File: config.mk
export PLATFORM = sky130hd
export DESIGN_NAME = alu_seq_flat
export DESIGN_NICKNAME = d
export VERILOG_FILES = /design/src/rtl/alu_pkg.sv /design/src/rtl/alu_seq_if.sv /design/src/rtl/alu_mul_iter.sv /design/src/rtl/alu_seq.sv /design/src/flat_wrapper.sv
export SDC_FILE = /design/constraint.sdc
export NUM_CORES = 1
export LEC_CHECK = 0
export ABC_AREA = 0
export CAP_MARGIN = 20
export CORE_MARGIN = 4
export CORE_UTILIZATION = 35
export DETAILED_ROUTE_END_ITERATION = 7
export HOLD_SLACK_MARGIN = 0.12
export PLACE_DENSITY = 0.61
export SYNTH_ARGS = -nofsm -noshare
export SYNTH_HDL_FRONTEND = slang
export SYNTH_SLANG_ARGS = --single-unit
File: constraint.sdc
create_clock -name clk -period 8.6 [get_ports clk]
set_input_delay 1.72 -clock clk [delete_from_list [all_inputs] [get_ports clk]]
set_output_delay 1.72 -clock clk [all_outputs]
set_load 0.005 [all_outputs]
File: src/rtl/alu_pkg.sv
// Shared definitions for the sequential ALU: opcode encodings, FSM states and default width.
package alu_pkg;

  localparam int unsigned ALU_WIDTH = 16;

  typedef enum logic [3:0] {
    OP_ADD   = 4'd0,
    OP_SUB   = 4'd1,
    OP_AND   = 4'd2,
    OP_OR    = 4'd3,
    OP_XOR   = 4'd4,
    OP_NOT   = 4'd5,
    OP_SHL   = 4'd6,
    OP_SHR   = 4'd7,
    OP_PASSA = 4'd8,
    OP_PASSB = 4'd9,
    OP_MUL   = 4'd10
  } op_e;

  typedef enum logic {
    IDLE = 1'b0,
    MUL  = 1'b1
  } state_e;

endpackage

File: src/rtl/alu_seq_if.sv
// Start/busy/done request bus between control and the sequential ALU.
interface alu_seq_if #(
  parameter int unsigned WIDTH = alu_pkg::ALU_WIDTH
);
  logic             start;
  logic [3:0]       op;
  logic [WIDTH-1:0] operand_a;
  logic [WIDTH-1:0] operand_b;
  logic [WIDTH-1:0] result;
  logic             carry_out;
  logic             overflow;
  logic             busy;
  logic             done;

  modport master (
    output start, op, operand_a, operand_b,
    input  result, carry_out, overflow, busy, done
  );

  modport slave (
    input  start, op, operand_a, operand_b,
    output result, carry_out, overflow, busy, done
  );
endinterface

File: src/rtl/alu_mul_iter.sv
// Iterative shift-add multiplier datapath; one partial product per step, WIDTH steps total.
module alu_mul_iter #(
  parameter int unsigned WIDTH = alu_pkg::ALU_WIDTH
) (
  input  logic               clk,
  input  logic               rst,
  input  logic               load,
  input  logic               step,
  input  logic [WIDTH-1:0]   a,
  input  logic [WIDTH-1:0]   b,
  output logic [2*WIDTH-1:0] product_c,
  output logic               last_c
);
  localparam int unsigned PW = 2 * WIDTH;
  localparam int unsigned CW = $clog2(WIDTH);

  logic [PW-1:0]    mcand;
  logic [WIDTH-1:0] mplier;
  logic [PW-1:0]    acc;
  logic [CW-1:0]    count;

  // Accumulator value after the current step, exposed so the final step lands in the result.
  assign product_c = acc + (mplier[0] ? mcand : '0);
  assign last_c    = (count == CW'(WIDTH - 1));

  always_ff @(posedge clk or posedge rst) begin
    if (rst) begin
      mcand  <= '0;
      mplier <= '0;
      acc    <= '0;
      count  <= '0;
    end else if (load) begin
      mcand  <= PW'(a);
      mplier <= b;
      acc    <= '0;
      count  <= '0;
    end else if (step) begin
      acc    <= product_c;
      mcand  <= mcand << 1;
      mplier <= mplier >> 1;
      count  <= count + CW'(1);
    end
  end
endmodule

File: src/rtl/alu_seq.sv
// Sequential ALU: single-cycle ops registered on the start edge, MUL runs WIDTH cycles.
module alu_seq
  import alu_pkg::*;
#(
  parameter int unsigned WIDTH = ALU_WIDTH
) (
  input  logic      clk,
  input  logic      rst,
  alu_seq_if.slave  bus
);
  state_e             state;
  logic [WIDTH-1:0]   result;
  logic               carry_out;
  logic               overflow;
  logic               busy;
  logic               done;

  logic [WIDTH:0]     sum_c;
  logic [WIDTH:0]     diff_c;
  logic [WIDTH-1:0]   res_c;
  logic               cy_c;
  logic               ov_c;
  logic               load_c;
  logic               step_c;
  logic [2*WIDTH-1:0] product_c;
  logic               last_c;

  assign sum_c  = {1'b0, bus.operand_a} + {1'b0, bus.operand_b};
  assign diff_c = {1'b0, bus.operand_a} - {1'b0, bus.operand_b};

  // Single-cycle op results and flags; undefined codes and MUL fall through to zero here.
  always_comb begin
    res_c = '0;
    cy_c  = 1'b0;
    ov_c  = 1'b0;
    case (bus.op)
      OP_ADD: begin
        res_c = sum_c[WIDTH-1:0];
        cy_c  = sum_c[WIDTH];
        ov_c  = (bus.operand_a[WIDTH-1] == bus.operand_b[WIDTH-1]) &&
                (sum_c[WIDTH-1] != bus.operand_a[WIDTH-1]);
      end
      OP_SUB: begin
        res_c = diff_c[WIDTH-1:0];
        cy_c  = diff_c[WIDTH];
        ov_c  = (bus.operand_a[WIDTH-1] != bus.operand_b[WIDTH-1]) &&
                (diff_c[WIDTH-1] != bus.operand_a[WIDTH-1]);
      end
      OP_AND:   res_c = bus.operand_a & bus.operand_b;
      OP_OR:    res_c = bus.operand_a | bus.operand_b;
      OP_XOR:   res_c = bus.operand_a ^ bus.operand_b;
      OP_NOT:   res_c = ~bus.operand_a;
      OP_SHL: begin
        res_c = {bus.operand_a[WIDTH-2:0], 1'b0};
        cy_c  = bus.operand_a[WIDTH-1];
      end
      OP_SHR: begin
        res_c = {1'b0, bus.operand_a[WIDTH-1:1]};
        cy_c  = bus.operand_a[0];
      end
      OP_PASSA: res_c = bus.operand_a;
      OP_PASSB: res_c = bus.operand_b;
      default: begin
        res_c = '0;
        cy_c  = 1'b0;
        ov_c  = 1'b0;
      end
    endcase
  end

  assign load_c = (state == IDLE) && bus.start && (bus.op == OP_MUL);
  assign step_c = (state == MUL);

  alu_mul_iter #(.WIDTH(WIDTH)) u_mul (
    .clk       (clk),
    .rst       (rst),
    .load      (load_c),
    .step      (step_c),
    .a         (bus.operand_a),
    .b         (bus.operand_b),
    .product_c (product_c),
    .last_c    (last_c)
  );

  // Control FSM with registered result, flags and handshake.
  always_ff @(posedge clk or posedge rst) begin
    if (rst) begin
      state     <= IDLE;
      result    <= '0;
      carry_out <= 1'b0;
      overflow  <= 1'b0;
      busy      <= 1'b0;
      done      <= 1'b0;
    end else begin
      done <= 1'b0;
      case (state)
        IDLE: begin
          if (bus.start) begin
            if (bus.op == OP_MUL) begin
              busy  <= 1'b1;
              state <= MUL;
            end else begin
              result    <= res_c;
              carry_out <= cy_c;
              overflow  <= ov_c;
              done      <= 1'b1;
            end
          end
        end
        MUL: begin
          if (last_c) begin
            result    <= product_c[WIDTH-1:0];
            carry_out <= |product_c[2*WIDTH-1:WIDTH];
            overflow  <= 1'b0;
            busy      <= 1'b0;
            done      <= 1'b1;
            state     <= IDLE;
          end
        end
        default: state <= IDLE;
      endcase
    end
  end

  assign bus.result    = result;
  assign bus.carry_out = carry_out;
  assign bus.overflow  = overflow;
  assign bus.busy      = busy;
  assign bus.done      = done;
endmodule

File: src/flat_wrapper.sv
// flat-port wrapper written by rule: the top's interface ports become plain ports
module alu_seq_flat import alu_pkg::*;
#(
  parameter int unsigned WIDTH = ALU_WIDTH
)
  (clk, rst, bus_start, bus_op, bus_operand_a, bus_operand_b, bus_result, bus_carry_out, bus_overflow, bus_busy, bus_done);
  alu_seq_if #(.WIDTH(WIDTH)) bus_i ();
  input  logic clk;
  input  logic rst;
  input wire logic [$bits(bus_i.start)-1:0] bus_start;
  input wire logic [$bits(bus_i.op)-1:0] bus_op;
  input wire logic [$bits(bus_i.operand_a)-1:0] bus_operand_a;
  input wire logic [$bits(bus_i.operand_b)-1:0] bus_operand_b;
  output wire logic [$bits(bus_i.result)-1:0] bus_result;
  output wire logic [$bits(bus_i.carry_out)-1:0] bus_carry_out;
  output wire logic [$bits(bus_i.overflow)-1:0] bus_overflow;
  output wire logic [$bits(bus_i.busy)-1:0] bus_busy;
  output wire logic [$bits(bus_i.done)-1:0] bus_done;
  assign bus_i.start = bus_start;
  assign bus_i.op = bus_op;
  assign bus_i.operand_a = bus_operand_a;
  assign bus_i.operand_b = bus_operand_b;
  assign bus_result = bus_i.result;
  assign bus_carry_out = bus_i.carry_out;
  assign bus_overflow = bus_i.overflow;
  assign bus_busy = bus_i.busy;
  assign bus_done = bus_i.done;
  alu_seq #(.WIDTH(WIDTH)) u_core (.clk(clk), .rst(rst), .bus(bus_i));
endmodule
==> Word level (Yosys, flattened, before mapping) <==
Cells that the tools add are included.
{ "totals": {"regBits": 105, "input_bits": 39, "out_inout_bits": 20, "word_cells": 82} }
{ "classes": {"addsub": 4, "n_eq_ne": 19, "n_mux": 35, "bitwise_logic": 5, "n_reduce_logical": 9} }
{ "op_table": {"columns": ["cell", "n"], "rows": [
  ["$mux W32", 5],
  ["$pmux W16 S10", 1],
  ["$mux W16", 5],
  ["$add A32 B32 Y32", 1],
  ["$pmux W16 S2", 1],
  ["$add A16 B16 Y17", 1],
  ["$sub A16 B16 Y17", 1],
  ["$and A16 B16 Y16", 1],
  ["$eq A4 B3 Y1 const B", 4],
  ["$eq A4 B4 Y1 const B", 4],
  ["$not A16 Y16", 1],
  ["$or A16 B16 Y16", 1],
  ["$reduce_or A16 Y1", 1],
  ["$xor A16 B16 Y16", 1],
  ["$mux W1", 14],
  ["$pmux W1 S2", 6],
  ["$eq A4 B2 Y1 const B", 2],
  ["$mux W4", 2],
  ["$ne A2 B2 Y1 const B", 4],
  ["$reduce_and A3 Y1", 2],
  ["$add A4 B1 Y4 const B", 1],
  ["$eq A4 B1 Y1 const B", 1],
  ["$logic_and A1 B1 Y1", 4],
  ["$logic_not A4 Y1", 1],
  ["other kinds (5)", 7]
]} }

==> Longest topological paths before layout <==
{ "logic_depth": {"depth_word": 7, "mapped_depth": 14, "ltp_nobuf": 13} }

==> Cells and area by module <==
Synthesis repeated with hierarchy kept, for this count alone.
{ "unflattened": {"cells_unflattened": 1213, "hier_area_um2": 10122.2} }
{ "modules_own_cells": {"columns": ["mod", "n_inst", "cells_per_inst", "area_per_inst_um2", "seq_area_each_um2"], "rows": [
  ["alu_mul_iter", 1, 613, 5627.9, 2102.0],
  ["alu_seq", 1, 600, 4494.3, 525.5]
]} }

==> Worst setup path before layout <==
Ideal clock, no wire load.
{ "synth_timing": {"path_type": "input to register", "start": "input port bus_operand_b[0]", "end": "register u_core.carry_out, in the netlist u_core.bus.carry_out", "setup_ps": 124, "arrival_ps": 4305, "required_time_ps": 8476, "setup_slack_ps": 4171, "cell_stages": 12, "path_buffers": 0, "cell_sequence": "ha_1 fa_1 a21o_1 a21o_1 a2111oi_4 o41ai_2 a2111oi_4 nor3_1 a41o_1 nor3_2 nand4_1 o31a_1"} }
{ "synth_between": {"elab_chain_cells": 5, "word_cells_on_any_way": 6, "cone_classes": "add/sub: 2; mux: 4"} }
{ "synth_lines": {"columns": ["element", "line", "rtl"], "rows": [
  ["start: declaration", "flat_wrapper.sv:13", "input wire logic [$bits(bus_i.operand_b)-1:0] bus_operand_b;"],
  ["$sub A16 B16 Y17 or $add A16 B16 Y17 (tied branches)", "alu_seq.sv:29, alu_seq.sv:28", null],
  ["$pmux W1 S4 (*)", "alu_seq.sv:36", "case (bus.op)"],
  ["$mux W1 (*)", "alu_seq.sv:99", "if (bus.op == OP_MUL) begin"],
  ["$mux W1 (*)", "alu_seq.sv:98", "if (bus.start) begin"],
  ["$pmux W1 S2 (*)", "alu_seq.sv:96", "case (state)"],
  ["end signal: assignment", "alu_seq.sv:104", "carry_out <= cy_c;"],
  ["end signal: assignment", "alu_seq.sv:113", "carry_out <= |product_c[2*WIDTH-1:WIDTH];"],
  ["end: declaration", "alu_seq.sv:13", "logic carry_out;"]
]} }
Mark *: on every way between the ends. The rest lies on a longest branch, timed or not. The select of a mux whose other input is x is not followed.
A chain may end at the register's enable or synchronous reset.

==> Final worst setup path <==
{ "layout_timing": {"start": "input port bus_operand_a[0]", "end": "register u_core.carry_out, in the netlist u_core.bus.carry_out"} }
{ "layout_between": {"elab_chain_cells": 5, "word_cells_on_any_way": 6, "cone_classes": "add/sub: 2; mux: 4"} }
{ "layout_lines": {"columns": ["element", "line", "rtl"], "rows": [
  ["start: declaration", "flat_wrapper.sv:12", "input wire logic [$bits(bus_i.operand_a)-1:0] bus_operand_a;"],
  ["$sub A16 B16 Y17 or $add A16 B16 Y17 (tied branches)", "alu_seq.sv:29, alu_seq.sv:28", null],
  ["$pmux W1 S4 (*)", "alu_seq.sv:36", null],
  ["$mux W1 (*)", "alu_seq.sv:99", null],
  ["$mux W1 (*)", "alu_seq.sv:98", null],
  ["$pmux W1 S2 (*)", "alu_seq.sv:96", null]
]} }
Marked as above.

==> out/metrics.csv <==
stage;metric;value;unit
pwr;clkPwrFrac;20.6;%
pwr;seq_power_share;36.7;%
timing;fin_skew;0.01068;ns
floorplan;io_pins;59;
clocking;path_clk_slew;0.08;ns
timing;tightest_slew;0.9029;ns
routing;drt-vias-per-instance;5.707;
timing;drv_slew;0;
worst_setup_path;worst_path_max_delay_cell;clkdlybuf4s50_1;
worst_setup_path;criticalPathCategory;input pin to flip-flop;
floorplan;die_x;168.4;um
pwr;p_comb_share;42.7;%
cells_and_area;fillers;2616;
synthesis;seq_area_frac_synth;29.17;%
routing;drc_errors;0;
worst_setup_path;crit_required;8.86;ns
cells_and_area;synthToLayoutAreaGrowth;13.64;%
pwr;p_leak;4.720;nW
timing;hold_violations;0;
pwr;power.density;229.6;mW/mm2
global_routing;antenna_found_initial;0;
clocking;ctsHtreeMaxLevel;3;
routing;ant_nets;0;
clocking;ctsLongestPathBuffers;2;
worst_setup_path;cp_max_fo;6;
synthesis;synth_cells;1159;
worst_setup_path;worstSetupEndpointType;flip-flop;
floorplan;dieArea;0.02837;mm2
routing;first_pass_iters;6;
timing;slew_headroom;39.80;%
global_routing;first_global_vias;8292;
worst_setup_path;critical-path-max-stage-delay;0.54;ns
global_routing;grt_first_pass_wirelength;45910;um
job;cap_violations;0;
synthesis;synthArstFlopShare;100.0;%
pwr;switching_share;42.36;%
pwr;peakVddDrop;0.00009809;V
synthesis;synth_ff_type;dfrtp_1;
cells_and_area;utilization;40.54;%
cells_and_area;fin_nets;1297;
synthesis;ys_seq_elements;105;
timing;max_freq;201.8;MHz
worst_setup_path;crit_path_cell_trace;clkdlybuf4s50_1, ha_1, fa_1, a21o_1, a21o_1, a2111oi_4, o41ai_2, a2111oi_4, nor3_1, a41o_1, nor3_2, nand4_1, o31a_1;
timing;period_share;57.61;%
placed_design;place.gp.congestion;0.9037;
timing;fin_tns_setup;0;ns
clocking;cts.hold.buffers_added;0;
routing;post_drt_wl_per_cell;19.03;um
pwr;p_int;0.001355;W
timing;fin_crit;4.955;ns
global_routing;grt_start_max_net_pins;75;
global_routing;grt_use_total;20.04;%
floorplan;start_util;35.67;%
routing;drt-initial-drc-count;786;
worst_setup_path;start_kind;input pin;
clocking;ctsResizeCount;0;
worst_setup_path;cp.arrival;5.21;ns
clocking;clock_latency;0.37;ns
floorplan;num_rows;58;
clocking;cts_setup_buffers;0;
clocking;clock-sinks;105;
cells_and_area;final_cell_area;0.01024;mm2
floorplan;core;0.02525;mm2
synthesis;synth_edf_count;0;
timing;setup_viol;0;
synthesis;yosys_warnings;0;
synthesis;synth.distinct_cells;67;
clocking;cts_buffers;9;
timing;whs;0.4804;ns
clocking;cts_root_buffer;clkbuf_16;
placed_design;placement.cell_area;0.009902;mm2
placed_design;hpwlAfterDp;20800;um
cells_and_area;diodes;0;
min_path;hp-class;flip-flop to flip-flop;
floorplan;chipHeight;168.4;um
cells_and_area;drive_gt1_share;4.237;%
status;status;completed;
routing;vias;8617;
synthesis;avgSynthCellArea;7.773;um2
synthesis;synth_area;0.009009;mm2
timing;grt_setup_unrepaired;false;
routing;routed_wirelength;28740;um
synthesis;syn_nets;1281;
global_routing;overflow;0;
pwr;switchingPower;0.0009959;W
clocking;cts_tree;built;
placed_design;place.port_buffers;58;
## registers in the layout, summed over array words and instances (netlist names)
| signal | flops |
|---|---|
| u_core.bus.carry_out | 1 |
| u_core.bus.busy | 1 |
| u_core.u_mul.mplier | 16 |
| u_core.bus.result | 16 |
| u_core.u_mul.mcand | 32 |
| u_core.u_mul.acc | 32 |
| u_core.bus.overflow | 1 |
| u_core.bus.done | 1 |
| u_core.state | 1 |
| u_core.u_mul.count | 4 |
## logic make-up (layout without fill, tap and decap cells)
logic type               after synthesis  count (layout)  synth area share, %
flip-flops                           105             105                29.17
AO/OA/AOI/OAI                        374             374                28.67
buffers and inverters                127             148                5.305
adder cells (fa/ha/maj)               83              83                11.78
XOR/XNOR                              33              33                3.208
multiplexers                           8               8               0.8889
AND/OR/NAND/NOR                      429             429                20.99
## critical path: cells and delay by family
family,cells,cell delay [ns]
AO/OA/AOI/OAI,7,1.77
adder cells (fa/ha/maj),2,0.72
buffers and inverters,1,0.54
AND/OR/NAND/NOR,3,0.44
## per-layer routing
metal,up-vias,share of wire (%),track usage (%)
met2,299,43,29.96
li1,4197,-,-
met4,0,1.9,5.681
met1,4081,49,30.19
met5,-,0,0
met3,40,6.1,2.630
## cells in the final DEF, fill, tap and decap left out, types with 9 or more instances in the layout
cell and instances:
a211oi_1 10, a31oi_1 12, nand4_1 9, ha_1 80, clkdlybuf4s50_1 58, a21o_1 15
a221oi_1 31, xor2_1 19, and2_1 36, a21oi_1 83, buf_4 15, o21a_1 11
clkbuf_16 9, inv_1 57, nand2b_1 9, nor3_1 17, o21ai_1 9, and3_1 9
nand2_1 227, a22oi_1 33, o21ai_0 75, dfrtp_1 104, o211ai_1 14, nand3_1 24
nor2_1 71, o21bai_1 9, xnor2_1 14
## cell type report
cell class | count | area, um2 | share of cell area (%)
tap | 330 | 412.9 | 4.033
sequential | 105 | 2631 | 25.70
clock buffer | 10 | 239.0 | 2.334
multi-input combinational | 927 | 5941 | 58.03
inverter | 59 | 224.0 | 2.188
clock inverter | 6 | 96.34 | 0.9411
timing repair buffer | 73 | 693.2 | 6.771
## power groups by stage
stage	clock network (W)	logic [W]	registers (W)
floorplan	0	0.000715	0.000779
global placement	0	0.000991	0.000867
global route	0.000506	0.00113	0.000897
detailed placement	0	0.00100	0.000869
finish	0.000484	0.00100	0.000863
CTS	0.000497	0.00101	0.000863
## synth_stat cells, drive strengths merged, types with 5 or more instances
master,count,area [um2]
a221oi,32,297.8
o22a,5,43.79
dfrtp,105,2628
nand4,9,56.30
o21bai,9,67.56
and2,36,225.2
mux2i,8,80.08
a31oi,13,87.58
and3,9,56.30
o21ai,84,420.4
a211o,5,43.79
o211ai,14,105.1
a22o,6,52.55
a211oi,10,75.07
nor3,21,110.1
o21a,11,82.58
nor2b,6,37.54
nand2b,9,56.30
a21oi,83,415.4
nor2,72,270.3
inv,59,221.5
clkbuf,62,232.7
nand2,227,852.1
o41ai,6,67.56
buf,6,23.77
ha,80,1001
xnor2,14,122.6
o221ai,5,43.79
nand3,24,120.1
or2,6,37.53
xor2,19,166.4
o31ai,6,45.04
a21o,15,112.6
a22oi,33,247.7
## per-stage QoR
| step | total power [W] | worst slack [ns] | instances |
|---|---|---|---|
| 6_report | 0.002351 | 3.645 | 1510 |
| 5_1_grt | 0.002531 | 3.448 | 1510 |
| 4_1_cts | 0.002365 | 3.701 | 1510 |
| 3_5_place_dp | 0.001873 | 3.297 | 1494 |
| 3_3_place_gp | 0.001858 | 3.350 | 1494 |
| 2_1_floorplan | 0.001494 | 4.119 | 1159 |
## final timing paths
path | startpoint | end | slack, ns | depth (start not counted)
worst max register to register | u_core.u_mul.mplier[0] | u_core.bus.carry_out | 4.08 | 13
worst min register to register | u_core.u_mul.acc[6] | u_core.u_mul.acc[6] | 0.48 | 2
max in group asynchronous | rst | u_core.state | 5.51 | 3
worst max-delay path | bus_operand_a[0] | u_core.bus.carry_out | 3.65 | 13
min in group asynchronous | rst | u_core.bus.result[2] | 1.81 | 2
worst min-delay path | u_core.u_mul.acc[6] | u_core.u_mul.acc[6] | 0.48 | 2
Power figures use the tool's default switching activity.
